**config.mk**
```make
export PLATFORM = sky130hd
export DESIGN_NAME = sram_phy_ctrl
export DESIGN_NICKNAME = d
export VERILOG_FILES = /design/src/rtl/sram_phy_ctrl_pkg.sv /design/src/rtl/sram_phy_ctrl_wait_ctr.sv /design/src/rtl/sram_phy_ctrl.sv
export SDC_FILE = /design/constraint.sdc
export NUM_CORES = 1
export LEC_CHECK = 0
export ABC_AREA = 1
export BUFFER_PORTS_ARGS = -buffer_cell sky130_fd_sc_hd__buf_2
export CAP_MARGIN = 20
export CORE_UTILIZATION = 45
export DETAILED_ROUTE_END_ITERATION = 6
export PLACE_DENSITY_LB_ADDON = 0.2
export SETUP_SLACK_MARGIN = 0.3
export SLEW_MARGIN = 25
export SYNTH_ARGS = -nofsm -noshare
export SYNTH_HDL_FRONTEND = slang
export SYNTH_SLANG_ARGS = --single-unit
```
**constraint.sdc**
```tcl
create_clock -name a_clk -period 2.8 [get_ports a_clk]
set_input_delay 0.42 -clock a_clk [delete_from_list [all_inputs] [get_ports a_clk]]
set_output_delay 0.42 -clock a_clk [all_outputs]
set_load 0.01 [all_outputs]
```
**src/rtl/sram_phy_ctrl_pkg.sv**
```systemverilog
// Shared definitions for the async SRAM PHY controller: FSM states, opcodes, timing defaults.
package sram_phy_ctrl_pkg;

    typedef enum logic [2:0] {
        StIdle,
        StRdAcc,
        StWrAcc,
        StWrHold,
        StIdleTa
    } state_e;

    localparam logic SramRd = 1'b1;
    localparam logic SramWr = 1'b0;

    localparam int unsigned DefAddrWidth  = 18;
    localparam int unsigned DefDataWidth  = 16;
    localparam int unsigned DefWaitCycles = 2;

    // Cycles from request acceptance to the read-data strobe.
    function automatic int unsigned read_latency(input int unsigned wait_cycles);
        return wait_cycles + 2;
    endfunction

endpackage

```
**src/rtl/sram_phy_ctrl_wait_ctr.sv**
```systemverilog
// Loadable down-counter that times the SRAM access wait states; o_zero marks the last cycle.
module sram_phy_ctrl_wait_ctr #(
    parameter int unsigned WIDTH = 2
) (
    input  logic             i_clk,
    input  logic             i_rst,
    input  logic             i_load,
    input  logic [WIDTH-1:0] i_load_val,
    input  logic             i_dec,
    output logic             o_zero
);

    logic [WIDTH-1:0] r_cnt;

    always_ff @(posedge i_clk) begin
        if (i_rst) begin
            r_cnt <= '0;
        end else if (i_load) begin
            r_cnt <= i_load_val;
        end else if (i_dec && (r_cnt != '0)) begin
            r_cnt <= r_cnt - WIDTH'(1);
        end
    end

    assign o_zero = (r_cnt == '0);

endmodule

```
**src/rtl/sram_phy_ctrl.sv**
```systemverilog
// Single-request sequencer for a 256Kx16 async SRAM; all pin outputs are registered.
// Optional macro SRAM_TURNAROUND_EN inserts one idle turnaround cycle after every read.
module sram_phy_ctrl
    import sram_phy_ctrl_pkg::*;
#(
    parameter int unsigned ADDR_WIDTH  = DefAddrWidth,
    parameter int unsigned DATA_WIDTH  = DefDataWidth,
    parameter int unsigned WAIT_CYCLES = DefWaitCycles
) (
    input  logic                    a_clk,
    input  logic                    a_rst,
    input  logic                    sram_req,
    output logic                    sram_ready,
    input  logic                    sram_rd,
    input  logic [ADDR_WIDTH-1:0]   sram_addr,
    input  logic [DATA_WIDTH/8-1:0] sram_be,
    input  logic [DATA_WIDTH-1:0]   sram_wr_data,
    output logic                    sram_rd_data_vld,
    output logic [DATA_WIDTH-1:0]   sram_rd_data,
    output logic                    pin_ce_n,
    output logic                    pin_oe_n,
    output logic                    pin_we_n,
    output logic                    pin_ub_n,
    output logic                    pin_lb_n,
    output logic [ADDR_WIDTH-1:0]   pin_addr,
    output logic [DATA_WIDTH-1:0]   pin_data_out,
    output logic                    pin_data_oe,
    input  logic [DATA_WIDTH-1:0]   pin_data_in
);

    localparam int unsigned BeW  = DATA_WIDTH / 8;
    localparam int unsigned CntW = $clog2(WAIT_CYCLES + 1);

    state_e                r_state, w_state_d;
    logic                  w_accept, w_cnt_zero, w_cnt_dec, w_capture;
    logic [BeW-1:0]        r_be, w_be;
    logic                  r_ce_n, r_oe_n, r_we_n, r_ub_n, r_lb_n, r_data_oe;
    logic                  w_ce_n_d, w_oe_n_d, w_we_n_d, w_ub_n_d, w_lb_n_d, w_data_oe_d;
    logic [ADDR_WIDTH-1:0] r_addr;
    logic [DATA_WIDTH-1:0] r_data_out, r_rd_data;
    logic                  r_vld;

    assign w_accept   = (r_state == StIdle) && sram_req && !a_rst;
    assign sram_ready = w_accept;
    assign w_cnt_dec  = (r_state == StRdAcc) || (r_state == StWrAcc);
    assign w_capture  = (r_state == StRdAcc) && w_cnt_zero;
    // Byte enables seen by the pins: live inputs on the accept edge, latched copy afterwards.
    assign w_be       = w_accept ? sram_be : r_be;

    sram_phy_ctrl_wait_ctr #(
        .WIDTH (CntW)
    ) u_wait_ctr (
        .i_clk      (a_clk),
        .i_rst      (a_rst),
        .i_load     (w_accept),
        .i_load_val (CntW'(WAIT_CYCLES)),
        .i_dec      (w_cnt_dec),
        .o_zero     (w_cnt_zero)
    );

    always_comb begin
        w_state_d = r_state;
        case (r_state)
            StIdle:   if (w_accept) w_state_d = (sram_rd == SramRd) ? StRdAcc : StWrAcc;
            StRdAcc: begin
                if (w_cnt_zero) begin
`ifdef SRAM_TURNAROUND_EN
                    w_state_d = StIdleTa;
`else
                    w_state_d = StIdle;
`endif
                end
            end
            StWrAcc:  if (w_cnt_zero) w_state_d = StWrHold;
            StWrHold: w_state_d = StIdle;
            StIdleTa: w_state_d = StIdle;
            default:  w_state_d = StIdle;
        endcase
    end

    // Pin levels are a function of the state being entered, so they change only on clock edges.
    always_comb begin
        w_ce_n_d    = 1'b1;
        w_oe_n_d    = 1'b1;
        w_we_n_d    = 1'b1;
        w_ub_n_d    = 1'b1;
        w_lb_n_d    = 1'b1;
        w_data_oe_d = 1'b0;
        case (w_state_d)
            StRdAcc: begin
                w_ce_n_d = 1'b0;
                w_oe_n_d = 1'b0;
                w_ub_n_d = 1'b0;
                w_lb_n_d = 1'b0;
            end
            StWrAcc, StWrHold: begin
                w_ce_n_d    = 1'b0;
                w_we_n_d    = (w_state_d == StWrHold);
                w_ub_n_d    = ~w_be[BeW-1];
                w_lb_n_d    = ~w_be[0];
                w_data_oe_d = 1'b1;
            end
            default: ;
        endcase
    end

    always_ff @(posedge a_clk) begin
        if (a_rst) begin
            r_state    <= StIdle;
            r_ce_n     <= 1'b1;
            r_oe_n     <= 1'b1;
            r_we_n     <= 1'b1;
            r_ub_n     <= 1'b1;
            r_lb_n     <= 1'b1;
            r_data_oe  <= 1'b0;
            r_addr     <= '0;
            r_data_out <= '0;
            r_be       <= '0;
            r_vld      <= 1'b0;
            r_rd_data  <= '0;
        end else begin
            r_state   <= w_state_d;
            r_ce_n    <= w_ce_n_d;
            r_oe_n    <= w_oe_n_d;
            r_we_n    <= w_we_n_d;
            r_ub_n    <= w_ub_n_d;
            r_lb_n    <= w_lb_n_d;
            r_data_oe <= w_data_oe_d;
            r_vld     <= w_capture;
            if (w_accept) begin
                r_addr     <= sram_addr;
                r_data_out <= sram_wr_data;
                r_be       <= sram_be;
            end
            if (w_capture) r_rd_data <= pin_data_in;
        end
    end

    assign pin_ce_n         = r_ce_n;
    assign pin_oe_n         = r_oe_n;
    assign pin_we_n         = r_we_n;
    assign pin_ub_n         = r_ub_n;
    assign pin_lb_n         = r_lb_n;
    assign pin_data_oe      = r_data_oe;
    assign pin_addr         = r_addr;
    assign pin_data_out     = r_data_out;
    assign sram_rd_data_vld = r_vld;
    assign sram_rd_data     = r_rd_data;

endmodule

```
==> results of run 1 <==
[Yosys cell counts]
| cell type | instances |
|---|---|
| ha_1 | 1 |
| buf_4 | 2 |
| inv_4 | 1 |
| o21ai_0 | 16 |
| nor2_4 | 3 |
| a22o_1 | 28 |
| inv_1 | 12 |
| a21oi_1 | 2 |
| conb_1 | 1 |
| nand2_1 | 15 |
| buf_6 | 6 |
| nand3_2 | 1 |
| clkbuf_1 | 1 |
| nand3_1 | 6 |
| a22o_2 | 6 |
| nor2_2 | 1 |
| a21oi_4 | 1 |
| buf_2 | 2 |
| dfxtp_1 | 64 |
| nand4_1 | 3 |
| inv_2 | 4 |
| nand3_4 | 1 |
| nand2_2 | 1 |
| nor2_1 | 43 |
[per-layer routing]
| layer | track usage [%] | part of all wire [%] | up-vias |
|---|---|---|---|
| met2 | 29.1 | 44 | 75 |
| met5 | 0 | 0 | - |
| met1 | 23.4 | 47 | 832 |
| met3 | 5.83 | 7.1 | 7 |
| li1 | - | - | 970 |
| met4 | 10.5 | 1.4 | 0 |
[final timing paths]
path                          end  cells after the start       startpoint
hold reg to reg   pin_data_out[3]                      1  pin_data_out[3]
setup / recovery       sram_ready                      4       r_state[0]
setup reg to reg      pin_addr[8]                      3       r_state[1]
hold / removal    sram_rd_data[5]                      3   pin_data_in[5]
[power breakdown]
part / internal, uW / switching [uW]
clock: 346 / 355
combinational: 78.5 / 90.6
sequential: 946 / 16.0
[cell type report]
class / instances / share of cell area, %
timing repair buffer: 113 / 19.2
multi-input combinational: 129 / 26.1
clock inverter: 6 / 1.53
sequential: 64 / 43.5
tap: 67 / 2.84
clock buffer: 10 / 4.67
inverter: 17 / 2.25
[critical path, cell delays in order, from the launching register on]
cell and delay [ns]:
dfxtp_1 0.35, nor2_4 0.26, nand3_4 0.14, inv_4 0.28, buf_2 0.20
[cell usage in the layout (no fill, tap or decap), drive strengths merged, types with 8 or more instances in the layout]
cell    instances
nand2          16
nor2           47
clkbuf         10
buf           113
nand3           8
o21ai          16
a22o           34
dfxtp          64
inv            17
[cells by family after synthesis]
group	count (synthesis)	share of synthesized area, %
AND/OR/NAND/NOR	74	15.4
flip-flops	64	57.9
AO/OA/AOI/OAI	53	18.6
buffers and inverters	28	7.35
adder cells (fa/ha/maj)	1	0.566
other	1	0.170
[state kept, by name (all words and copies together), names as in the netlist]
name and count:
pin_ce_n 1, pin_oe_n 1, pin_we_n 1, sram_rd_data 16, pin_lb_n 1, r_state 3, pin_addr 18, sram_rd_data_vld 1
pin_ub_n 1, u_wait_ctr.r_cnt 2, r_be 2, pin_data_oe 1, pin_data_out 16
[per-stage QoR]
step	hold WS (ns)	instances	power (uW)	setup WS [ns]
floorplan	0.485	221	1080	1.38
global placement	0.448	390	1150	0.871
detailed placement	0.447	390	1150	0.858
CTS	0.290	406	1860	0.773
global route	0.289	406	1920	0.691
finish	0.306	406	1830	0.810
==> summary.txt, run 1 <==
Outcome
  – Outcome: complete, no violations

Flow run
  – Max-Cap Viols: 0

Yosys
  – Top cell type's share of synthesized area: 57.9%
  – Synth warnings: 0
  – Cell accounting for the most synthesized area: dfxtp_1
  – Mapped Nets: 278
  – Syn Inst Count: 221
  – Post-synth cell types: 24
  – Seq/Total Area, Yosys: 57.9%
  – Number of synthesized register bits: 64
  – Ranking of synthesized cells by area: dfxtp_1 (58%), a22o_1 (11%), nor2_1 (7.3%), o21ai_0 (3.6%), buf_6 (3.1%)
  – Post-Syn Area: 2210 um^2
  – Syn avg cell area: 10.0 um^2

Timing
  – Setup_tns: 0 ns
  – Clock Skews: 0.00883 ns
  – Slew HR: 40.8%
  – Fin crit share: 71.1%
  – Final setup viols: 0
  – Slew Viols, Final: 0
  – RSZ-0062 raised after global routing: false
  – Fin. Hold Viols: 0
  – Tightest Pin Transition: 0.886 ns
  – Fmax: 502 MHz
  – Fin crit period: 1.99 ns

Routing
  – Via count: 1884
  – Final WL: 4.69 mm
  – Initial DRC count: 82
  – Post-route ant nets: 0
  – Via density: 4.64
  – DRC Markers: 0
  – 1st-pass router iterations: 4
  – Detailed-route wire length per cell: 11.6 um

Clock tree
  – CTS hold repair buffers: 0
  – Num CTS Buffers: 9
  – Clk slew on worst S/H paths: 0.08 ns
  – H-tree depth: 3
  – Total setup buffers inserted after CTS: 0
  – CTS tree: built
  – CTS Buffer Depth: 2
  – Post-cts resize count: 0
  – Root Driver: clkbuf_8
  – Skew-Pair Late Insertion Delay: 0.33 ns
  – Clock sink count: 64

Power
  – Pwr/cell area: 622 nW/um^2
  – Max VDD drop: 0.299 mV
  – Leak: 0.00152 uW

Floorplan
  – Die Span X: 72.1 um
  – Die area: 5200 um^2
  – Starting Density: 46.8%
  – Num rows: 25
  – I/O pins: 114
  – Core box area: 4720 um^2
  – Die Y: 72.1 um

Worst setup path
  – Setup crit start kind: flop
  – Arrival @ worst endpoint: 1.57 ns
  – Reg2reg setup slack: 1.20 ns
  – Critical path start-end classification: flop to output port
  – Critical-path maximum fanout: 35
  – Crit path capture type: output port
  – CP required: 2.38 ns

Placed design
  – Placed Area: 2770 um^2
  – Port buffer count: 113
  – RePlAce Congestion: 0.771
  – Post-detail-place hpwl: 3.22 mm

Layout
  – Register area: 1280 um^2
  – Layout cells sized above 1: 43.7%
  – P&R area growth vs syn: 33.3%
  – # diodes: 0
  – Fin area: 2950 um^2
  – # fillers: 442
  – Nets@finish: 391
  – Final Core Density: 62.4%
  – Multi-input combinational cell area: 768 um^2

GRT
  – Grt total ovfl: 0
  – Number of global-route vias before repair: 1721
  – First-pass GRT wire length: 7.56 mm
  – Initial antenna violation count: 0
  – Largest net degree at the start of global routing: 36
  – Total GRT Usage: 18.8%

Hold path
  – Worst hold-check path type: primary input to flop
(Power assumes the default switching activity.)
==> run 2: changes to the inputs <==
Settings changed: CORE_UTILIZATION 45 to 40.
Clock period 2.8 ns to 1.61 ns, I/O delays scaled along.
==> run 2 against run 1 <==
Wire length grew 4.8%. Clock skew shrank 0.00087 ns. Worst setup slack lost 0.50 ns. Non-clock buffer count grew 12. Sequential cell count is the same. Via count grew 4.0%. Cell count grew 3.7%. Highest routed layer unchanged.
==> summary.txt, run 2 (synthesized netlist as in run 1, its figures left out) <==
Outcome
  – Outcome: complete, no violations

Worst setup path
  – Arrival @ worst endpoint: 1.06 ns (-0.51 ns)
  – Crit path capture type: output port
  – Setup crit start kind: flop
  – Critical path start-end classification: flop to output port
  – Critical-path maximum fanout: 2 (-94%)
  – CP required: 1.37 ns (-1.01 ns)

Clock tree
  – CTS tree: built
  – Num CTS Buffers: 9 (unchanged)
  – Clock sink count: 64 (unchanged)
  – H-tree depth: 3 (unchanged)
  – Root Driver: clkbuf_8
  – CTS hold repair buffers: 0 (unchanged)
  – Skew-Pair Late Insertion Delay: 0.32 ns (about the same)
  – Clk slew on worst S/H paths: 0.07 ns (about the same)
  – CTS Buffer Depth: 2 (unchanged)

Power
  – Switching share of total power: 22.5% (-2.7 points)
  – Clock power frac: 40.4% (+2.2 points)
  – Share of power burned in registers: 49.8% (-2.7 points)
  – Comb pwr share: 9.8% (+0.6 points)
  – Leak: 0.00160 uW (+5.5%)
  – Int Power: 2600 uW (+90%)
  – Max VDD drop: 0.597 mV (+100%)
  – Sw Pwr: 756 uW (+64%)
  – Pwr/cell area: 1080 nW/um^2 (+74%)
  – Design Power: 3360 uW (+83%)

Layout
  – # diodes: 0 (unchanged)
  – Non-filler cells, final: 421 (+3.7%)
  – Commonest non-fill, non-tap cell in the layout: buf_2
  – # fillers: 482 (+9.0%)
  – P&R area growth vs syn: 40.2%
  – Most frequent cells in the layout: buf_2 (112), dfxtp_1 (61), nor2_1 (43)
  – Max reg flops: 18 (unchanged)
  – Nets@finish: 403 (+3.1%)
  – Layout cells sized above 1: 46.4% (+2.8 points)

Timing
  – Fin. Hold Viols: 0 (unchanged)
  – Slew Viols, Final: 0 (unchanged)
  – Setup_tns: 0 ns (unchanged)
  – Fin crit period: 1.30 ns
  – Final hold slack: 0.138 ns (-0.168 ns)
  – Fmax: 767 MHz
  – Clock Skews: 0.00796 ns (-0.000873 ns)
  – Final setup viols: 0 (unchanged)
  – Fin crit share: 81.0%
  – RSZ-0062 raised after global routing: true

Flow run
  – Max-Cap Viols: 0 (unchanged)

Routing
  – Final WL: 4.92 mm (+4.8%)
  – Via count: 1960 (+4.0%)
  – 1st-pass router iterations: 4 (unchanged)
  – Via density: 4.66 (+0.33%)
  – Initial DRC count: 65 (-21%)
  – Detailed-route wire length per cell: 11.7 um (+1.0%)
  – DRC Markers: 0 (unchanged)
  – Post-route ant nets: 0 (unchanged)

GRT
  – Total GRT Usage: 18.2% (-0.61 points)
  – Initial antenna violation count: 0 (unchanged)
  – First-pass GRT wire length: 8.33 mm (+10%)
  – Number of global-route vias before repair: 1825 (+6.0%)
  – Grt total ovfl: 0 (unchanged)
  – Largest net degree at the start of global routing: 21 (-42%)

Floorplan
  – Starting Density: 42.5% (-4.3 points)
  – Die Y: 76.4 um (+5.9%)
  – Die area: 5830 um^2 (+12%)
  – Num rows: 26 (+4.0%)
  – Core box area: 5200 um^2 (+10%)
  – I/O pins: 114 (unchanged)
  – Die Span X: 76.4 um (+5.9%)

Placed design
  – Post-detail-place hpwl: 3.32 mm (+3.1%)
  – RePlAce Congestion: 0.807 (+4.7%)
  – # placed instances: 397 (+1.8%)
  – Port buffer count: 113 (unchanged)

Hold path
  – Worst hold-check path type: primary input to flop
run 2: cell count changes in the layout (fill, tap and decap cells not counted), moves of 2 or more:
cell / delta
buf_4: +9
o21ai_0: -5
o21ai_1: +5
buf_6: +3
clkinvlp_4: -3
dfxtp_1: -3
clkbuf_1: +2
clkinv_4: -2
dfxtp_2: +2
run 2: worst paths after layout:
path	from	endpoint	slack [ns]	cells after the start
max reg2reg	r_state[1]	pin_addr[7]	0.35	6
min reg2reg	pin_addr[0]	pin_addr[0]	0.46	1
min	sram_addr[5]	pin_addr[5]	0.14	2
max	r_state[1]	sram_ready	0.31	4
run 2: per-layer routing:
metal / vias to the layer above / global-route usage (%) / routed length [um]
li1: 993 / - / -
met1: 881 / 22.5 / 2240
met2: 82 / 28.2 / 2290
met3: 4 / 6.11 / 346
met4: 0 / 9.23 / 38
met5: - / 0 / 0
run 2: what timing repair did:
action                     4_1_cts  5_1_grt
setup buffers                    7        1
gates cloned                     0        0
pin swaps                        4        0
resized for setup                7       11
setup endpoints to repair       32       37
run 2: power groups by stage:
stage / sequential [uW] / clock (uW) / combinational, uW
after global placement: 1710 / 0 / 309
after detailed placement: 1710 / 0 / 310
after floorplan: 1740 / 0 / 142
after CTS: 1670 / 1400 / 327
after global routing: 1680 / 1480 / 363
final: 1670 / 1360 / 329
run 2: final cells by class:
| type | count | area [um^2] | area share (%) |
|---|---|---|---|
| clock inverter | 3 | 40.0 | 1.29 |
| sequential | 64 | 1290 | 41.5 |
| inverter | 17 | 73.8 | 2.38 |
| tap | 70 | 87.6 | 2.82 |
| timing repair buffer | 125 | 682 | 22.0 |
| clock buffer | 13 | 159 | 5.13 |
| multi-input combinational | 129 | 771 | 24.9 |
run 2: stage by stage:
stage          utilization [%]  worst slack, ns  instance area, um^2
2_1_floorplan                -            0.374                 2210
3_3_place_gp              54.0            0.191                 2810
3_5_place_dp              54.0            0.168                 2810
4_1_cts                   59.2            0.282                 3080
5_1_grt                   59.6            0.245                 3100
6_report                  59.6            0.306                 3100
run 2: worst max-delay path: stages (launching register included):
cell     delay (ns)
dfxtp_4        0.35
nor2_4         0.12
nand3_4        0.12
inv_8          0.07
buf_6          0.09
==> run 3: changes to the inputs <==
Clock period 1.61 ns to 1.05 ns, I/O delays scaled along.
==> run 3 against run 2 <==
The flow now finishes with violations (negative setup slack). Count of clock-buffer cells in the layout shrank 4. Utilization grew 21 points. Worst setup slack lost 0.56 ns.
==> summary.txt, run 3 (synthesized netlist as in run 1, its figures left out) <==
Outcome
  – Outcome: finished with violations
  – Failing checks: negative setup slack

Clock tree
  – Clk slew on worst S/H paths: 0.08 ns (about the same)
  – CTS hold repair buffers: 0 (unchanged)
  – H-tree depth: 3 (unchanged)
  – CTS tree: built
  – Clock sink count: 64 (unchanged)
  – Skew-Pair Late Insertion Delay: 0.34 ns (+0.02 ns)
  – CTS Buffer Depth: 2 (unchanged)
  – Root Driver: clkbuf_8
  – Num CTS Buffers: 9 (unchanged)

Floorplan
  – I/O pins: 114 (unchanged)
  – Starting Density: 42.5% (unchanged)
  – Num rows: 26 (unchanged)
  – Die area: 5830 um^2 (unchanged)
  – Die Y: 76.4 um (unchanged)
  – Die Span X: 76.4 um (unchanged)
  – Core box area: 5200 um^2 (unchanged)

Worst setup path
  – Most frequent CP cell: inv_4
  – Crit path capture type: flop
  – Critical path start-end classification: flop to flop
  – Slowest-stage cell, CP: dfxtp_2
  – CP required: 1.28 ns (-0.09 ns)
  – Setup crit start kind: flop
  – Worst path cell trace: inv_2, ha_4, inv_4, nor2_4, buf_12, buf_6, inv_4, nor2_2, nor2_1
  – Crit path largest cell delay: 0.32 ns (-0.03 ns)
  – Arrival @ worst endpoint: 1.54 ns (+0.48 ns)
  – Critical-path maximum fanout: 6 (+4)

Routing
  – Met2 wire length: 3.77 mm (+64%)
  – 1st-pass router iterations: 4 (unchanged)
  – DR WL met3: 420 um (+21%)
  – Post-route ant nets: 0 (unchanged)
  – Detailed-route wire length per cell: 15.7 um (+35%)
  – Wl on met1: 2.76 mm (+23%)
  – Final WL: 7.25 mm (+47%)
  – Via density: 4.98 (+7.1%)
  – Initial DRC count: 63 (-3.1%)
  – Uppermost routed layer: met4
  – DRC Markers: 0 (unchanged)
  – Via count: 2298 (+17%)

Timing
  – Final setup margin: -0.257 ns (-0.563 ns)
  – Fin crit share: 124%
  – Fmax: 765 MHz
  – Fin crit period: 1.31 ns
  – Slew Viols, Final: 0 (unchanged)
  – RSZ-0062 raised after global routing: true
  – Final setup viols: 64 (+64)
  – Clock Skews: 0.0116 ns (+0.00368 ns)
  – Fin. Hold Viols: 0 (unchanged)

Power
  – Int Power: 4070 uW (+57%)
  – Comb pwr share: 14.6% (+4.8 points)
  – Clock power frac: 37.8% (-2.6 points)
  – Leak: 0.00191 uW (+19%)
  – Switching share of total power: 25.4% (+2.9 points)
  – Share of power burned in registers: 47.7% (-2.1 points)
  – Pwr/cell area: 1310 nW/um^2 (+21%)
  – Sw Pwr: 1390 uW (+83%)
  – Max VDD drop: 0.777 mV (+30%)
  – Design Power: 5460 uW (+63%)

Placed design
  – RePlAce Congestion: 0.743 (-8.0%)
  – Post-detail-place hpwl: 3.52 mm (+6.1%)
  – Port buffer count: 113 (unchanged)
  – Pre-CTS WS: -0.168 ns (-0.336 ns)
  – # placed instances: 412 (+3.8%)

GRT
  – Largest net degree at the start of global routing: 36 (+71%)
  – Grt total ovfl: 0 (unchanged)
  – Initial antenna violation count: 0 (unchanged)
  – First-pass GRT wire length: 10.2 mm (+22%)
  – Total GRT Usage: 22.6% (+4.4 points)
  – Number of global-route vias before repair: 2148 (+18%)

Layout
  – # diodes: 0 (unchanged)
  – Most frequent cells in the layout: buf_2 (61), buf_6 (61), dfxtp_2 (54)
  – Max reg flops: 18 (unchanged)
  – P&R area growth vs syn: 88.9%
  – Layout cells sized above 1: 78.5% (+32 points)
  – Nets@finish: 443 (+9.9%)
  – Non-filler cells, final: 461 (+9.5%)

Hold path
  – Worst hold-check path type: primary input to flop

Flow run
  – Max-Cap Viols: 0 (unchanged)
## run 3: changes by cell type in the layout (fill, tap and decap cells not counted), sizes merged
cell,before,now
buf,125,163
clkbuf,13,9
clkinv,2,5
inv,17,19
clkinvlp,0,1
## run 3: area by class of cell
class / count / area, um^2
well taps: 70 / 87.6
flip-flops and latches: 64 / 1360
fillers: 292 / 1030
repair inverters: 2 / 26.3
repair buffers: 163 / 1420
clock buffers: 9 / 124
inverters: 17 / 81.3
clock inverters: 7 / 71.3
multi-input cells: 129 / 1010
## run 3: worst max-delay path: cells and delay by family, from the launching register on
kind | cells | cell delay (ns)
adders and majority gates | 1 | 0.15
buffers and inverters | 5 | 0.43
DFF | 1 | 0.32
and+or+nand+nor | 3 | 0.29
## run 3: power by group through the flow
stage | clock [uW] | combinational, uW | sequential (uW)
2_1_floorplan | 0 | 231 | 2670
3_3_place_gp | 0 | 536 | 2620
3_5_place_dp | 0 | 536 | 2620
4_1_cts | 2100 | 699 | 2600
5_1_grt | 2210 | 845 | 2610
6_report | 2060 | 795 | 2600
## run 3: through the flow
step | util, % | setup TNS [ns] | hold slack, ns | instance area, um^2
after floorplan | - | -1.33 | 0.292 | 2250
after global placement | 57.3 | -4.53 | 0.377 | 2980
after detailed placement | 57.3 | -5.32 | 0.384 | 2980
after CTS | 74.7 | -9.48 | 0.0139 | 3890
after global routing | 80.3 | -16.08 | 0.0298 | 4180
final | 80.3 | -12.70 | 0.0381 | 4180
## run 3: path summary, 6_finish.rpt
| check | from | to | slack [ns] | depth (start not counted) |
|---|---|---|---|---|
| worst max-delay path | u_wait_ctr.r_cnt[1] | sram_rd_data[6] | -0.26 | 9 |
| worst min-delay path | pin_data_in[0] | sram_rd_data[0] | 0.04 | 3 |
| worst max register to register | u_wait_ctr.r_cnt[1] | sram_rd_data[6] | -0.26 | 9 |
| worst min register to register | pin_data_out[2] | pin_data_out[2] | 0.48 | 1 |
## run 3: what timing repair did
action / CTS / global route
endpoints found under the hold margin: 0 / 0
resized for setup: 155 / 47
endpoints found under the setup margin: 121 / 121
pin swaps: 20 / 20
gates cloned: 4 / 0
buffers inserted: 14 / 15
## run 3: per-layer routing
metal  up-vias  GRT usage (%)
met4         0           12.1
met3        30           6.47
met5         -              0
li1       1077              -
met2       109           38.3
met1      1082           25.6
